===== config.mk =====
export PLATFORM = sky130hd
export DESIGN_NAME = booth_mult_unsigned
export DESIGN_NICKNAME = d
export VERILOG_FILES = /design/src/rtl/booth_mult_pkg.sv /design/src/rtl/booth_step.sv /design/src/rtl/booth_mult_unsigned.sv
export SDC_FILE = /design/constraint.sdc
export NUM_CORES = 1
export LEC_CHECK = 0
export ABC_AREA = 1
export BUFFER_PORTS_ARGS = -buffer_cell sky130_fd_sc_hd__buf_2
export CELL_PAD_IN_SITES_DETAIL_PLACEMENT = 1
export CELL_PAD_IN_SITES_GLOBAL_PLACEMENT = 2
export CORE_UTILIZATION = 34
export CTS_CLUSTER_DIAMETER = 100
export DETAILED_ROUTE_END_ITERATION = 7
export PLACE_DENSITY_LB_ADDON = 0.08
export SLEW_MARGIN = 20
export SYNTH_ARGS = -nofsm -noshare
export SYNTH_HDL_FRONTEND = slang
export SYNTH_HIERARCHICAL = 1
export SYNTH_SLANG_ARGS = --single-unit

===== constraint.sdc =====
create_clock -name clk_i_mult -period 2.6 [get_ports clk_i_mult]
set_input_delay 0.39 -clock clk_i_mult [delete_from_list [all_inputs] [get_ports clk_i_mult]]
set_output_delay 0.39 -clock clk_i_mult [all_outputs]
set_load 0.01 [all_outputs]

===== src/rtl/booth_mult_pkg.sv =====
// Shared types and width helpers for the radix-2 Booth unsigned multiplier.
package booth_mult_pkg;

   typedef enum logic [1:0] {
      IDLE = 2'd0,
      CALC = 2'd1,
      DONE = 2'd2
   } state_e;

   // Internal Booth width: one zero MSB keeps unsigned operands non-negative.
   function automatic int unsigned ext_width(input int unsigned data_width);
      return data_width + 1;
   endfunction

   // Counter must hold the value W = data_width + 1.
   function automatic int unsigned cnt_width(input int unsigned data_width);
      return $clog2(data_width + 2);
   endfunction

endpackage


===== src/rtl/booth_step.sv =====
// One combinational radix-2 Booth step: add/sub/no-op on P_hi, then arithmetic shift of {P_hi, Q, q_-1}.
module booth_step #(
   parameter int unsigned W = 9
) (
   input  logic [W-1:0] p_hi_i,
   input  logic [W-1:0] q_i,
   input  logic         q_m1_i,
   input  logic [W-1:0] m_i,
   output logic [W-1:0] p_hi_o,
   output logic [W-1:0] q_o,
   output logic         q_m1_o
);

   logic [W:0] sum;

   // One guard bit so the shifted-in sign is correct even if the add wraps W bits.
   always_comb begin
      sum = {p_hi_i[W-1], p_hi_i};
      case ({q_i[0], q_m1_i})
         2'b10:   sum = {p_hi_i[W-1], p_hi_i} - {1'b0, m_i};
         2'b01:   sum = {p_hi_i[W-1], p_hi_i} + {1'b0, m_i};
         default: sum = {p_hi_i[W-1], p_hi_i};
      endcase
      p_hi_o = sum[W:1];
      q_o    = {sum[0], q_i[W-1:1]};
      q_m1_o = q_i[0];
   end

endmodule


===== src/rtl/booth_mult_unsigned.sv =====
// Sequential unsigned multiplier, one radix-2 Booth step per clock, level enable / done handshake.
// Optional BOOTH_ZERO_SKIP_EN: a zero operand completes in one cycle with product 0.
module booth_mult_unsigned #(
   parameter int unsigned DATA_WIDTH = 8
) (
   input  logic                      clk_i_mult,
   input  logic                      rstn_i_mult,
   input  logic                      en_i_mult,
   input  logic [DATA_WIDTH-1:0]     A,
   input  logic [DATA_WIDTH-1:0]     B,
   output logic [2*DATA_WIDTH-1:0]   result_o,
   output logic                      mult_done_o
);

   import booth_mult_pkg::*;

   localparam int unsigned W  = ext_width(DATA_WIDTH);
   localparam int unsigned CW = cnt_width(DATA_WIDTH);
   localparam int unsigned RW = 2 * DATA_WIDTH;

   state_e          state_q, state_d;
   logic [W-1:0]    p_hi_q, p_hi_d;
   logic [W-1:0]    q_q, q_d;
   logic            q_m1_q, q_m1_d;
   logic [W-1:0]    m_q, m_d;
   logic [CW-1:0]   cnt_q, cnt_d;
   logic [RW-1:0]   result_q, result_d;
   logic            done_q, done_d;

   logic [W-1:0]    step_p;
   logic [W-1:0]    step_q;
   logic            step_qm1;

   booth_step #(.W(W)) u_step (
      .p_hi_i (p_hi_q),
      .q_i    (q_q),
      .q_m1_i (q_m1_q),
      .m_i    (m_q),
      .p_hi_o (step_p),
      .q_o    (step_q),
      .q_m1_o (step_qm1)
   );

   // Next-state and datapath control.
   always_comb begin
      state_d  = state_q;
      p_hi_d   = p_hi_q;
      q_d      = q_q;
      q_m1_d   = q_m1_q;
      m_d      = m_q;
      cnt_d    = cnt_q;
      result_d = result_q;
      done_d   = 1'b0;
      case (state_q)
         IDLE: begin
            if (en_i_mult) begin
               state_d = CALC;
               m_d     = {1'b0, A};
               p_hi_d  = '0;
               q_d     = {1'b0, B};
               q_m1_d  = 1'b0;
               cnt_d   = CW'(W);
`ifdef BOOTH_ZERO_SKIP_EN
               if ((A == '0) || (B == '0)) begin
                  state_d  = DONE;
                  result_d = '0;
               end
`endif
            end
         end
         CALC: begin
            if (!en_i_mult) begin
               state_d = IDLE;
            end else begin
               p_hi_d = step_p;
               q_d    = step_q;
               q_m1_d = step_qm1;
               cnt_d  = cnt_q - CW'(1);
               if (cnt_q == CW'(1)) begin
                  state_d  = DONE;
                  result_d = RW'({step_p, step_q});
               end
            end
         end
         DONE: begin
            if (en_i_mult) begin
               done_d = 1'b1;
            end else begin
               state_d = IDLE;
            end
         end
         default: state_d = IDLE;
      endcase
   end

   always_ff @(posedge clk_i_mult or negedge rstn_i_mult) begin
      if (!rstn_i_mult) begin
         state_q  <= IDLE;
         p_hi_q   <= '0;
         q_q      <= '0;
         q_m1_q   <= 1'b0;
         m_q      <= '0;
         cnt_q    <= '0;
         result_q <= '0;
         done_q   <= 1'b0;
      end else begin
         state_q  <= state_d;
         p_hi_q   <= p_hi_d;
         q_q      <= q_d;
         q_m1_q   <= q_m1_d;
         m_q      <= m_d;
         cnt_q    <= cnt_d;
         result_q <= result_d;
         done_q   <= done_d;
      end
   end

   assign result_o    = result_q;
   assign mult_done_o = done_q;

endmodule


# Word-level counts from Yosys, hierarchy flattened
# Index checks and enable logic that the tools add are counted.
# totals
romBits	0
register_bits	50
latchBits	0
ramBits	0
memories	0
in_bits	19
word_cells	49
out_inout_bits	17
# classes
n_reduce_logical	7
magnitude_cmp	0
n_mul	0
div_mod_pow	0
n_eq_ne	10
n_addsub	3
shift	0
n_mux	20
bitwise_logic	0
# ops
operator	n
$mux 9	4
$pmux 9 s2	2
$pmux 10 s2	1
$add 9x9->10	1
$sub 9x9->10	1
$reduce_and 3->1	3
$mux 2	4
$mux 4	2
$pmux 4 s2	1
$ne 2x2->1 const B	3
$pmux 2 s3	1
$eq 2x1->1 const B	2
$eq 2x2->1 const B	2
$eq 4x1->1 const B	1
$mux 1	4
$reduce_and 4->1	1
$sub 4x1->4 const B	1
$ne 3x1->1 const B	1
$ne 3x3->1 const B	1
$logic_not 2->1	1
$pmux 1 s2	1
$reduce_and 2->1	1
$reduce_bool 2->1	1

# Logic depth before layout (Yosys ltp)
# logic_depth
ltp_word	4
depth_mapped	18
ltp_nobuf	18

# Hierarchy
# The synthesis kept the hierarchy.
# modules_own_cells
module	n_inst	seq_area_each_um2	cells_each	area_per_inst_um2
booth_mult_unsigned	1	1251.2	249	2155.8
booth_step	1	0.0	153	853.3

# Worst setup path after synthesis
# OpenSTA, ideal clock, no wires.
# synth_timing
path_type	reg-to-reg
from	reg m_q[0]
to	reg p_hi_q[8]
path_slack_ps	386
period_less_slack_ps	2214
setup_time_ps	117
n_path_buf	0
t_arrival_ps	2097
stages_incl_launch_ff	18
required_time_ps	2483
path_cell_list	dfrtp_1 inv_1 ha_1 nand2_1 nor4_2 a21oi_1 xor2_1 ha_1 nand2_1 inv_1 a21oi_1 nand3_2 inv_2 nand2_1 nand3_1 nand2_1 nand2_1 nand2_1
# synth_between
elab_chain_cells	4
elab_cells_between_ends	5
classes_between	2 x add/sub; 3 x mux
# synth_rtl
element	line_no	rtl
start: declaration	booth_mult_unsigned.sv:25	logic [W-1:0] m_q, m_d;
start signal: assignment	booth_mult_unsigned.sv:111	m_q <= m_d;
$add 9x9->10 or $sub 9x9->10 (tied branches)	booth_step.sv:21, booth_step.sv:20	
$pmux 10 s2 *	booth_step.sv:19	case ({q_i[0], q_m1_i})
named net step_p[8]	booth_mult_unsigned.sv:30	logic [W-1:0] step_p;
$mux 9 *	booth_mult_unsigned.sv:72	if (!en_i_mult) begin
$pmux 9 s2 *	booth_mult_unsigned.sv:54	case (state_q)
end signal: assignment	booth_mult_unsigned.sv:108	p_hi_q <= p_hi_d;
end: declaration	booth_mult_unsigned.sv:22	logic [W-1:0] p_hi_q, p_hi_d;
# The timed path passes the listed nets; every way through them passes the cells marked *. The select of a mux whose other input is x is not followed.
# A chain may end at the register's enable or synchronous reset.

# Worst setup path in the final report
# layout_timing
from	reg m_q[1]
to	reg p_hi_q[8]
# The elaborated chain is that of the path after synthesis.

==> flow_metrics.py <==
metrics = {
    "route": {
        "drc": 0,
        "wl_um": 7710,
        "dr.pass1.iters": 4,
        "ant_nets": 0,
        "vias_per_cell": 4.74,
        "drt-wirelength-per-cell_um": 14.3,
        "dr.first_iter.drc_count": 86,
        "vias": 2553,
    },
    "clock_network": {
        "clk_pin_slew_ns": 0.10,
        "htree_levels": 2,
        "cts.path.max_buffers": 2,
        "cts-buffers-inserted": 5,
        "cts_tree": "yes",
        "clock_latency_ns": 0.31,
        "cts.sinks": 50,
        "cts_root_buf": "clkbuf_8",
    },
    "floorplan": {
        "start_util": 0.359,
        "chipHeight_um": 96.1,
        "die_w_um": 96.1,
        "core.rowCount": 33,
        "core-area_um2": 8380,
        "die_area_um2": 9230,
        "ios": 36,
    },
    "critical_path": {
        "cp_slowest_cell": "dfrtp_1",
        "cp.arrival_ns": 2.64,
        "startpoint_type": "flip-flop",
        "crit_type": "reg -> reg",
        "worst_path_most_repeated_cell": "nand2_1",
        "cp_top_family": "simple AND/OR/NAND/NOR gates",
        "path_cells": "inv_2 -> ha_4 -> nand2_2 -> nor4_4 -> nor2_2 -> xor2_1 -> ha_2 -> nand2_2 -> nor2_4 -> nand3_2 -> nand3_2 -> nand2_1 -> nand3_1 -> nand2_1 -> nand2_1 -> nand2_1",
        "cp-end-kind": "flip-flop",
        "slowest_delay_ns": 0.42,
        "crit_required_ns": 2.81,
        "cp.depth": 16,
        "path_buf_inv": 1,
        "r2r_cells": 16,
        "cp_max_fo": 4,
    },
    "worst_hold_path": {
        "hp-class": "in -> async",
    },
    "cells_and_area": {
        "mostFrequentLayoutCells": "nand2_1, dfrtp_1, buf_2, inv_1, nand3_1",
        "n_fill_cell": 1057,
        "drive_gt1_frac": 0.224,
        "layout.cells.non_filler": 539,
        "final_common_cell": "nand2_1",
        "nets": 466,
        "num_antenna_cells": 0,
        "area_growth_pct": 12.4,
    },
    "grt": {
        "antenna_found_initial": 0,
        "grt_pass1_vias": 2572,
        "grt_pass1_wl_um": 13000,
        "grt_max_degree": 30,
        "grt_overflow": 0,
        "gr-usage-all-layers": 0.186,
    },
    "power_and_ir_drop": {
        "power_density_nw_per_um2": 1390,
        "p_sw_frac": 0.498,
        "power_mw": 4.71,
        "leakage_nw": 1.90,
        "p_int_mw": 2.37,
        "seqPwrFrac": 0.287,
        "netSwitchingPower_mw": 2.35,
        "irDropWorstVdd_uv": 472,
        "comb_power_share": 0.608,
        "pwr-share-clk": 0.105,
    },
    "logic_synthesis": {
        "yosys_warnings": 6,
        "yosysUniqueCellTypes": 32,
        "synthMuxAreaShare": 0,
        "synth_xor_xnor_area_share": 0.0233,
        "synth-compound-area-share": 0.0595,
        "synth-simple-area-share": 0.350,
        "avgSynthCellArea_um2": 7.49,
        "syn_inst": 402,
        "synth_top_family_by_area": "simple AND/OR/NAND/NOR gates",
        "synth_area_leader_cell": "dfrtp_1",
        "yosysSeqAreaShare": 0.416,
        "yosysTopAreaCellShare": 0.416,
        "synth.area.top_cells": "dfrtp_1, nand2_1, ha_1",
        "synth-adder-area-share": 0.0607,
        "ys_ff_latch": 50,
        "synth_area_um2": 3010,
    },
    "sta": {
        "final-setup-viol-count": 0,
        "rsz0062_at_grt": "true",
        "max_slew_margin": 0.538,
        "finalHoldViolations": 0,
        "tns_ns": 0,
        "max_freq_mhz": 410,
        "fin_crit_ns": 2.44,
        "drv_slew": 0,
        "finalClockSkew_ns": 0.00754,
        "fin_crit_sh": 0.938,
        "tightest_slew_ns": 0.693,
        "setup_ws_ns": 0.162,
    },
    "placement": {
        "placed_cells": 525,
        "gp_congestion": 0.796,
        "port_buffers": 35,
        "detailedPlace.worstSlack_ns": -0.0619,
        "place_hpwl_um": 5710,
    },
    "status": {
        "status": "finished, final reports clean",
    },
    "job": {
        "max_cap_viol_count": 0,
    },
}
==> final timing paths <==
check | to | slack [ns] | start
min reg2reg | result_o[5]$_DFFE_PN0P_ | 0.47 | result_o[5]$_DFFE_PN0P_
max | p_hi_q[8]$_DFFE_PN0P_ | 0.16 | m_q[1]$_DFFE_PN0P_
max reg2reg | p_hi_q[8]$_DFFE_PN0P_ | 0.16 | m_q[1]$_DFFE_PN0P_
min in group clk_i_mult | m_q[4]$_DFFE_PN0P_ | 0.31 | A[4]
min | p_hi_q[6]$_DFFE_PN0P_ | 0.12 | rstn_i_mult
max in group asynchronous | m_q[5]$_DFFE_PN0P_ | 1.79 | rstn_i_mult
==> metal layers <==
metal,vias to the layer above,routed length [µm],track usage
met3,7,169,0.0292
li1,1304,-,-
met4,0,76,0.0473
met2,32,3610,0.307
met1,1210,3850,0.253
met5,-,0,0
==> synth_stat cells (all sizes together) <==
| master | n |
|---|---|
| o21a | 1 |
| clkbuf | 1 |
| nand3b | 1 |
| conb | 1 |
| o21ai | 17 |
| xnor2 | 3 |
| o22ai | 2 |
| fa | 1 |
| nand2 | 202 |
| buf | 19 |
| ha | 13 |
| o31ai | 1 |
| nor4 | 1 |
| or2 | 1 |
| dfrtp | 50 |
| nand4 | 1 |
| nor2 | 19 |
| nand3 | 24 |
| xor2 | 5 |
| a21oi | 9 |
| inv | 30 |
==> sequential cells by signal (all words and copies together), names as in the netlist <==
name and count:
cnt_q 4, q_q 9, state_q 2, m_q 8
q_m1_q 1, p_hi_q 9, result_o 16, mult_done_o 1
==> what timing repair did <==
action | CTS | global route
pin swaps | 3 | 7
buffers inserted | 2 | 4
gates resized for setup | 11 | 9
endpoints found under the setup margin | 1 | 10
hold buffers | 0 | 0
==> logic make-up after synthesis <==
kind of cell / Yosys count
simple gates: 249
buf+inv: 50
xor+xnor: 8
flops: 50
compound gates: 30
other cells: 1
fa+ha+maj: 14
==> power by group through the flow <==
stage	clock (mW)	sequential, mW	combinational [mW]
floorplan	0	1.34	2.03
global placement	0	1.35	2.55
detailed placement	0	1.37	2.60
CTS	0.514	1.36	2.74
global route	0.544	1.41	3.28
finish	0.495	1.35	2.87
==> stage by stage <==
stage | instance area [µm²] | utilization | hold slack [ns]
4_1_cts | 3330 | 0.397 | 0.142
6_report | 3380 | 0.404 | 0.116
3_5_place_dp | 3180 | 0.379 | 0.453
5_1_grt | 3380 | 0.404 | 0.171
3_3_place_gp | 3180 | 0.379 | 0.448
2_1_floorplan | 3010 | - | 0.0944
==> area by class of cell <==
cell class	instances	area (µm²)	share of cell area
Tap cell	105	131	0.0388
Multi-Input combinational cell	303	1560	0.460
Sequential cell	50	1250	0.370
Clock buffer	6	82.6	0.0244
Timing Repair Buffer	43	235	0.0695
Clock inverter	2	12.5	0.00370
Inverter	30	115	0.0340
No activity file was read; power rests on OpenSTA's default activity.
